## src/rtl/pipe_stage_skid.sv

```systemverilog
// pipe_stage_skid: pipeline stage register with valid/ready handshake,
// a two-entry skid buffer (main + skid), synchronous flush and a
// saturating bubble counter. in_ready is decoded purely from state, so
// there is no combinational path from out_ready to in_ready.
module pipe_stage_skid #(
    parameter int               PC_W      = 8,
    parameter int               INSTR_W   = 20,
    parameter logic [INSTR_W-1:0] NOP_INSTR = '0,
    parameter int               CNT_W     = 8
) (
    input  logic               clk,
    input  logic               rstn,
    input  logic               in_valid,
    output logic               in_ready,
    input  logic [PC_W-1:0]    pc_in,
    input  logic [INSTR_W-1:0] instr_in,
    output logic               out_valid,
    input  logic               out_ready,
    output logic [PC_W-1:0]    pc_out,
    output logic [INSTR_W-1:0] instr_out,
    input  logic               flush,
    output logic [1:0]         occupancy,
    input  logic               bub_clr,
    output logic [CNT_W-1:0]   bubble_cnt
);

    // Occupancy encoding doubles as the state encoding.
    typedef enum logic [1:0] {
        EMPTY = 2'd0,
        ONE   = 2'd1,
        FULL  = 2'd2
    } state_t;

    localparam logic [CNT_W-1:0] CNT_MAX = {CNT_W{1'b1}};
    localparam logic [CNT_W-1:0] CNT_ONE = {{(CNT_W-1){1'b0}}, 1'b1};

    state_t             state_reg, state_next;
    logic [PC_W-1:0]    main_pc_reg, main_pc_next;
    logic [INSTR_W-1:0] main_instr_reg, main_instr_next;
    logic [PC_W-1:0]    skid_pc_reg, skid_pc_next;
    logic [INSTR_W-1:0] skid_instr_reg, skid_instr_next;
    logic [CNT_W-1:0]   bubble_cnt_reg, bubble_cnt_next;

    logic accept;
    logic pop;

    // Handshake status decoded from the registered state only.
    always_comb begin
        in_ready  = (state_reg != FULL);
        out_valid = (state_reg != EMPTY);
        occupancy = state_reg;
        pc_out    = main_pc_reg;
        instr_out = main_instr_reg;
        bubble_cnt = bubble_cnt_reg;
        accept    = in_valid & in_ready;
        pop       = out_valid & out_ready;
    end

    // Next-state and datapath selection; flush overrides everything.
    always_comb begin
        state_next      = state_reg;
        main_pc_next    = main_pc_reg;
        main_instr_next = main_instr_reg;
        skid_pc_next    = skid_pc_reg;
        skid_instr_next = skid_instr_reg;
        if (flush) begin
            // Any beat offered this cycle is dropped on purpose.
            state_next      = EMPTY;
            main_pc_next    = '0;
            main_instr_next = NOP_INSTR;
            skid_pc_next    = '0;
            skid_instr_next = '0;
        end else begin
            case (state_reg)
                EMPTY: begin
                    if (accept) begin
                        state_next      = ONE;
                        main_pc_next    = pc_in;
                        main_instr_next = instr_in;
                    end
                end
                ONE: begin
                    if (accept && pop) begin
                        main_pc_next    = pc_in;
                        main_instr_next = instr_in;
                    end else if (accept) begin
                        state_next      = FULL;
                        skid_pc_next    = pc_in;
                        skid_instr_next = instr_in;
                    end else if (pop) begin
                        // Outputs keep their last value; out_valid qualifies them.
                        state_next = EMPTY;
                    end
                end
                FULL: begin
                    if (pop) begin
                        state_next      = ONE;
                        main_pc_next    = skid_pc_reg;
                        main_instr_next = skid_instr_reg;
                    end
                end
                default: begin
                    state_next = EMPTY;
                end
            endcase
        end
    end

    // Bubble counter: clear wins, otherwise saturating count of starved cycles.
    always_comb begin
        bubble_cnt_next = bubble_cnt_reg;
        if (bub_clr) begin
            bubble_cnt_next = '0;
        end else if (out_ready && !out_valid && !flush && bubble_cnt_reg != CNT_MAX) begin
            bubble_cnt_next = bubble_cnt_reg + CNT_ONE;
        end
    end

    // State register with asynchronous reset.
    always_ff @(posedge clk or negedge rstn) begin
        if (!rstn) begin
            state_reg <= EMPTY;
        end else begin
            state_reg <= state_next;
        end
    end

    // Main and skid data registers.
    always_ff @(posedge clk or negedge rstn) begin
        if (!rstn) begin
            main_pc_reg    <= '0;
            main_instr_reg <= NOP_INSTR;
            skid_pc_reg    <= '0;
            skid_instr_reg <= '0;
        end else begin
            main_pc_reg    <= main_pc_next;
            main_instr_reg <= main_instr_next;
            skid_pc_reg    <= skid_pc_next;
            skid_instr_reg <= skid_instr_next;
        end
    end

    // Bubble counter register.
    always_ff @(posedge clk or negedge rstn) begin
        if (!rstn) begin
            bubble_cnt_reg <= '0;
        end else begin
            bubble_cnt_reg <= bubble_cnt_next;
        end
    end

endmodule

```

## config.mk

```make
export PLATFORM = sky130hd
export DESIGN_NAME = pipe_stage_skid
export DESIGN_NICKNAME = d
export VERILOG_FILES = /design/src/rtl/pipe_stage_skid.sv
export SDC_FILE = /design/constraint.sdc
export NUM_CORES = 1
export LEC_CHECK = 0
export BUFFER_PORTS_ARGS = -buffer_cell sky130_fd_sc_hd__buf_4
export CORE_ASPECT_RATIO = 1.2
export CORE_MARGIN = 2
export CORE_UTILIZATION = 58
export CTS_CLUSTER_DIAMETER = 200
export DETAILED_ROUTE_END_ITERATION = 16
export PLACE_DENSITY_LB_ADDON = 0.25
export SYNTH_ARGS = -nofsm -noshare
export SYNTH_HDL_FRONTEND = slang
export SYNTH_SLANG_ARGS = --single-unit
```

## constraint.sdc

```tcl
create_clock -name clk -period 3.38 [get_ports clk]
set_input_delay 0.845 -clock clk [delete_from_list [all_inputs] [get_ports clk]]
set_output_delay 0.845 -clock clk [all_outputs]
set_load 0.05 [all_outputs]
```

### Yosys cells after proc, flatten, opt, wreduce, memory -nomap -nowiden

Cells that the tools add are included.

* register bits: 66
* bits of input ports: 34
* output and inout bits: 40
* logic and storage cells: 59

* $add $sub $neg: 1
* equality and inequality tests: 10
* muxes and demuxes: 25
* bitwise gates (word level): 2
* reduce and logical (&&, ||, !) cells: 15

Operators by type and width (number)
* $mux 20: 7
* $mux 8: 9
* $pmux 20 s3: 1
* $pmux 8 s3: 1
* $mux 2: 6
* $ne 3x3->1 const B: 4
* $add 8x1->8 const B: 1
* $ne 8x8->1 const B: 1
* $reduce_and 4->1: 2
* $reduce_bool 2->1: 4
* $pmux 2 s3: 1
* $logic_and 1x1->1: 4
* $ne 2x2->1 const B: 2
* $ne 4x4->1 const B: 1
* $reduce_bool 4->1: 1
* $reduce_and 3->1: 1
* $and 1x1->1: 2
* $eq 2x1->1 const B: 1
* $eq 2x2->1 const B: 1
* $logic_not 1->1: 2
* $logic_not 2->1: 1

### Logic depth before layout (Yosys ltp)

* depth after elaboration: 7
* depth in mapped cells: 8
* mapped depth without buffers: 6

### Worst setup path before layout

Ideal clock, no wire load.

* path kind: reg-to-output
* from: reg state_reg[0], in the netlist occupancy[0]
* to: out in_ready
* data arrival time: 1.789 ns
* required time: 2.535 ns
* path slack: 0.746 ns
* cell stages (with the launch flop): 5
* buffers on the path: 1
* cells stage by stage: dfrtp_1 -> inv_1 -> ha_1 -> buf_1 -> inv_1

* word-level cells in the longest chain between the ends: 1

RTL lines
* start: declaration: line 37 `state_t state_reg, state_next;`
* start signal: assignment: line 124 `state_reg <= state_next;`
* $ne 2x2->1: line 49 `in_ready = (state_reg != FULL);`
* end: declaration: line 14 `output logic in_ready,`

Every way passes these cells.

### Final worst setup path

* from: reg state_reg[0], in the netlist occupancy[0]
* to: reg main_instr_reg[15], in the netlist instr_out[15]

* word-level cells in the longest chain between the ends: 5
* elaborated cells on any way between the ends: 15
* classes of those cells: eq/ne (6); mux (2); bitwise (2); reduce/logical (5)

RTL lines
* $ne 2x2->1 / $reduce_bool 2->1 (equally long branches): line 49, 50
* $and 1x1->1 (on tied branches): line 55, 56
* $logic_and 1x1->1: line 83 `if (accept && pop) begin`
* $ne 3x3->1 (no source line)
* $reduce_and 4->1 (no source line)
* end signal: assignment: line 137 `main_instr_reg <= main_instr_next;`
* end: declaration: line 39 `logic [INSTR_W-1:0] main_instr_reg, main_instr_next;`

Parallel ways exist; a longest one is shown, timed or not.
A chain may end at the register's enable or synchronous reset.

==> flow_summary.toml <==
[clock_tree]
clk_latency_ns = 0.33
numCtsBuffers = 9
postCtsHoldBufs = 0
clock-root-buffer = "clkbuf_8"
h-tree-depth = 3
cts_tree = "built"
clock_path_buffers = 2
path_clk_slew_ns = 0.07
cts_setup_buffers = 0
cts_resized = 0
clock-sinks = 66

[floorplanning]
core-area_um2 = 5330
die-area_um2 = 6220
die_h_um = 86.0
die_x_um = 72.3
start_util_pct = 60.9
rows = 29
ioPinCount = 74

[global_route]
grt_max_degree = 67
grt_remaining_overflow = 0
track_usage_pct = 24.1
antenna_found_initial = 0
grt_pass1_vias = 2519
grt_pass1_wl_um = 11600

[sta]
tightest_slew_ns = 0.817
fin_crit_ns = 2.51
fmax_mhz = 398
slew_viol_final = 0
fin_skew_ns = 0.00511
period_share_pct = 74.4
setup_violations = 0
maxSlewHeadroom_pct = 45.5
rsz0062_at_grt = "no"
tns_ns = 0
finalHoldViolations = 0

[setup_path]
crit_type = "flop to flop"
cp_slowest_cell = "o211ai_4"
cp_cell_sequence = "inv_1 -> ha_1 -> or3b_1 -> o211ai_4 -> buf_12 -> nor2_1 -> a211oi_1"
slowest_delay_ns = 0.51
path_max_fanout = 38
required_ns = 3.62
crit_family = "compound AO/OA/AOI/OAI gates"
start_kind = "flop"
path_buf_inv = 2
arrival_ns = 2.75
critical_path.endpoint_type = "flop"

[finish]
multi_input_area_um2 = 1470
n_antenna_cell = 0
drive_gt1_share_pct = 28.8
fillers = 357
design_area_um2 = 4010
fin_cells = 454
area.growth.synth_to_final_pct = 23.4
final_nets = 427
seq_area_um2 = 1650

[routing]
postRouteAntennaNets = 0
drt-total-wl_um = 7030
met2_length_um = 3460
dr.pass1.iters = 4
first_iter_violations = 213
top_layer = "met4"
viasPerCell = 5.77
drc = 0
wl_met1_um = 3090
vias = 2618
routed-wl-met3_um = 322
routedWlPerCell_um = 15.5

[synthesis]
ys_types = 34
synth-warning-count = 0
synthTopCellsByArea = "dfrtp_1 (51%), mux2i_1 (9.2%), a211oi_2 (7.7%)"
postSynth.asyncResetShare_pct = 100
synth_top_cell_area_share_pct = 50.8
syn_inst = 320
synth.net_count = 360
syn_avg_cell_area_um2 = 10.2
ys_ff_latch = 66
ys.flop_type = "dfrtp_1"
syn_area_um2 = 3250
synth_area_leader_cell = "dfrtp_1"
synth_edf_count = 0
yosysSeqAreaShare_pct = 50.8

[power_and_ir_drop]
p_per_area_nw_per_um2 = 674
irDropWorstVdd_uv = 401
p_leak_nw = 1.77

[status]
status = "finished, final reports clean"

[placed_design]
place_hpwl_um = 4650
place_congestion = 0.780
io_buffers = 73
dp_cells = 438
place_area_um2 = 3810

[run]
max_cap_viol_count = 0

[worst_hold_path]
hold_path_class = "flop to flop"
[cell families (layout without fill, tap and decap cells)]
| kind of cell | after synthesis | count (layout) | share of synthesized area [%] |
|---|---|---|---|
| muxes | 30 | 30 | 9.24 |
| DFF | 66 | 66 | 50.8 |
| adders and majority gates | 6 | 6 | 2.31 |
| xor gates and xnor gates | 1 | 1 | 0.270 |
| and+or+nand+nor | 118 | 118 | 16.1 |
| AOI/OAI and AO/OA | 72 | 72 | 16.9 |
| buffers and inverters | 27 | 99 | 4.35 |
[placed cells by master (no fill, tap or decap), drive strengths merged]
cell type	netlist	routed
a211oi	28	28
a21boi	1	1
a21oi	34	34
and3	1	1
and3b	1	1
buf	13	78
bufinv	0	1
clkbuf	9	14
clkinv	0	1
dfrtp	66	66
ha	6	6
inv	5	5
mux2i	30	30
nand2	57	57
nand2b	2	2
nand3	4	4
nand3b	1	1
nand4	3	3
nand4b	1	1
nand4bb	2	2
nor2	35	35
nor2b	2	2
nor3	2	2
o211ai	1	1
o21ai	5	5
o31ai	3	3
or3	4	4
or3b	1	1
or4	2	2
xor2	1	1
[power by group]
part | internal (mW) | total, mW | switching [mW]
sequential | 0.908 | 0.983 | 0.0746
combinational | 0.342 | 1.06 | 0.721
clock | 0.381 | 0.656 | 0.275
[cells in the mapped netlist (4+ instances only)]
cell type,n
dfrtp_1,66
clkbuf_1,9
buf_2,5
inv_1,5
or3_1,4
mux2i_1,30
a21oi_1,34
a211oi_1,8
a211oi_2,20
o21ai_0,4
nand2_1,57
ha_1,6
nand3_1,4
nor2_1,34
[layout make-up]
| cell class | instances | share of cell area [%] |
|---|---|---|
| Clock buffer | 14 | 4.06 |
| Clock inverter | 2 | 0.874 |
| Inverter | 5 | 0.468 |
| Multi-Input combinational cell | 227 | 36.5 |
| Sequential cell | 66 | 41.2 |
| Tap cell | 62 | 1.94 |
| Timing Repair Buffer | 78 | 14.9 |
[tightest hold or removal path: cells and delay by family, from the launching register on]
family          cells  cell delay [ns]
simple gates        1             0.06
flops               1             0.38
compound gates      1             0.05
[metrics by stage]
| stage | worst slack [ns] | utilization, % | power [mW] | hold slack [ns] |
|---|---|---|---|---|
| final | 0.866 | 75.2 | 2.70 | 0.526 |
| after global routing | 0.663 | 75.2 | 2.83 | 0.549 |
| after CTS | 0.858 | 75.2 | 2.72 | 0.528 |
| after detailed placement | 0.822 | 71.5 | 2.06 | 0.519 |
| after global placement | 0.878 | 71.5 | 2.04 | 0.510 |
| after floorplan | 0.746 | - | 1.77 | 0.501 |
[metal layers]
| metal | track usage, % | up-vias |
|---|---|---|
| met1 | 31.9 | 1290 |
| met3 | 3.29 | 13 |
| met5 | 0 | - |
| met4 | 11.7 | 0 |
| met2 | 39.0 | 68 |
| li1 | - | 1247 |
[worst paths after layout]
kind                               startpoint            endpoint  slack (ns)  cells after the start
setup / recovery                 occupancy[0]       instr_out[15]        0.87                      7
setup reg to reg                 occupancy[0]       instr_out[15]        0.87                      7
hold reg to reg            skid_instr_reg[14]  skid_instr_reg[14]        0.53                      2
max in group asynchronous                rstn        instr_out[7]        2.25                      1
min in group asynchronous                rstn       instr_out[18]        0.61                      1
hold / removal             skid_instr_reg[14]  skid_instr_reg[14]        0.53                      2
(Power assumes the default switching activity.)
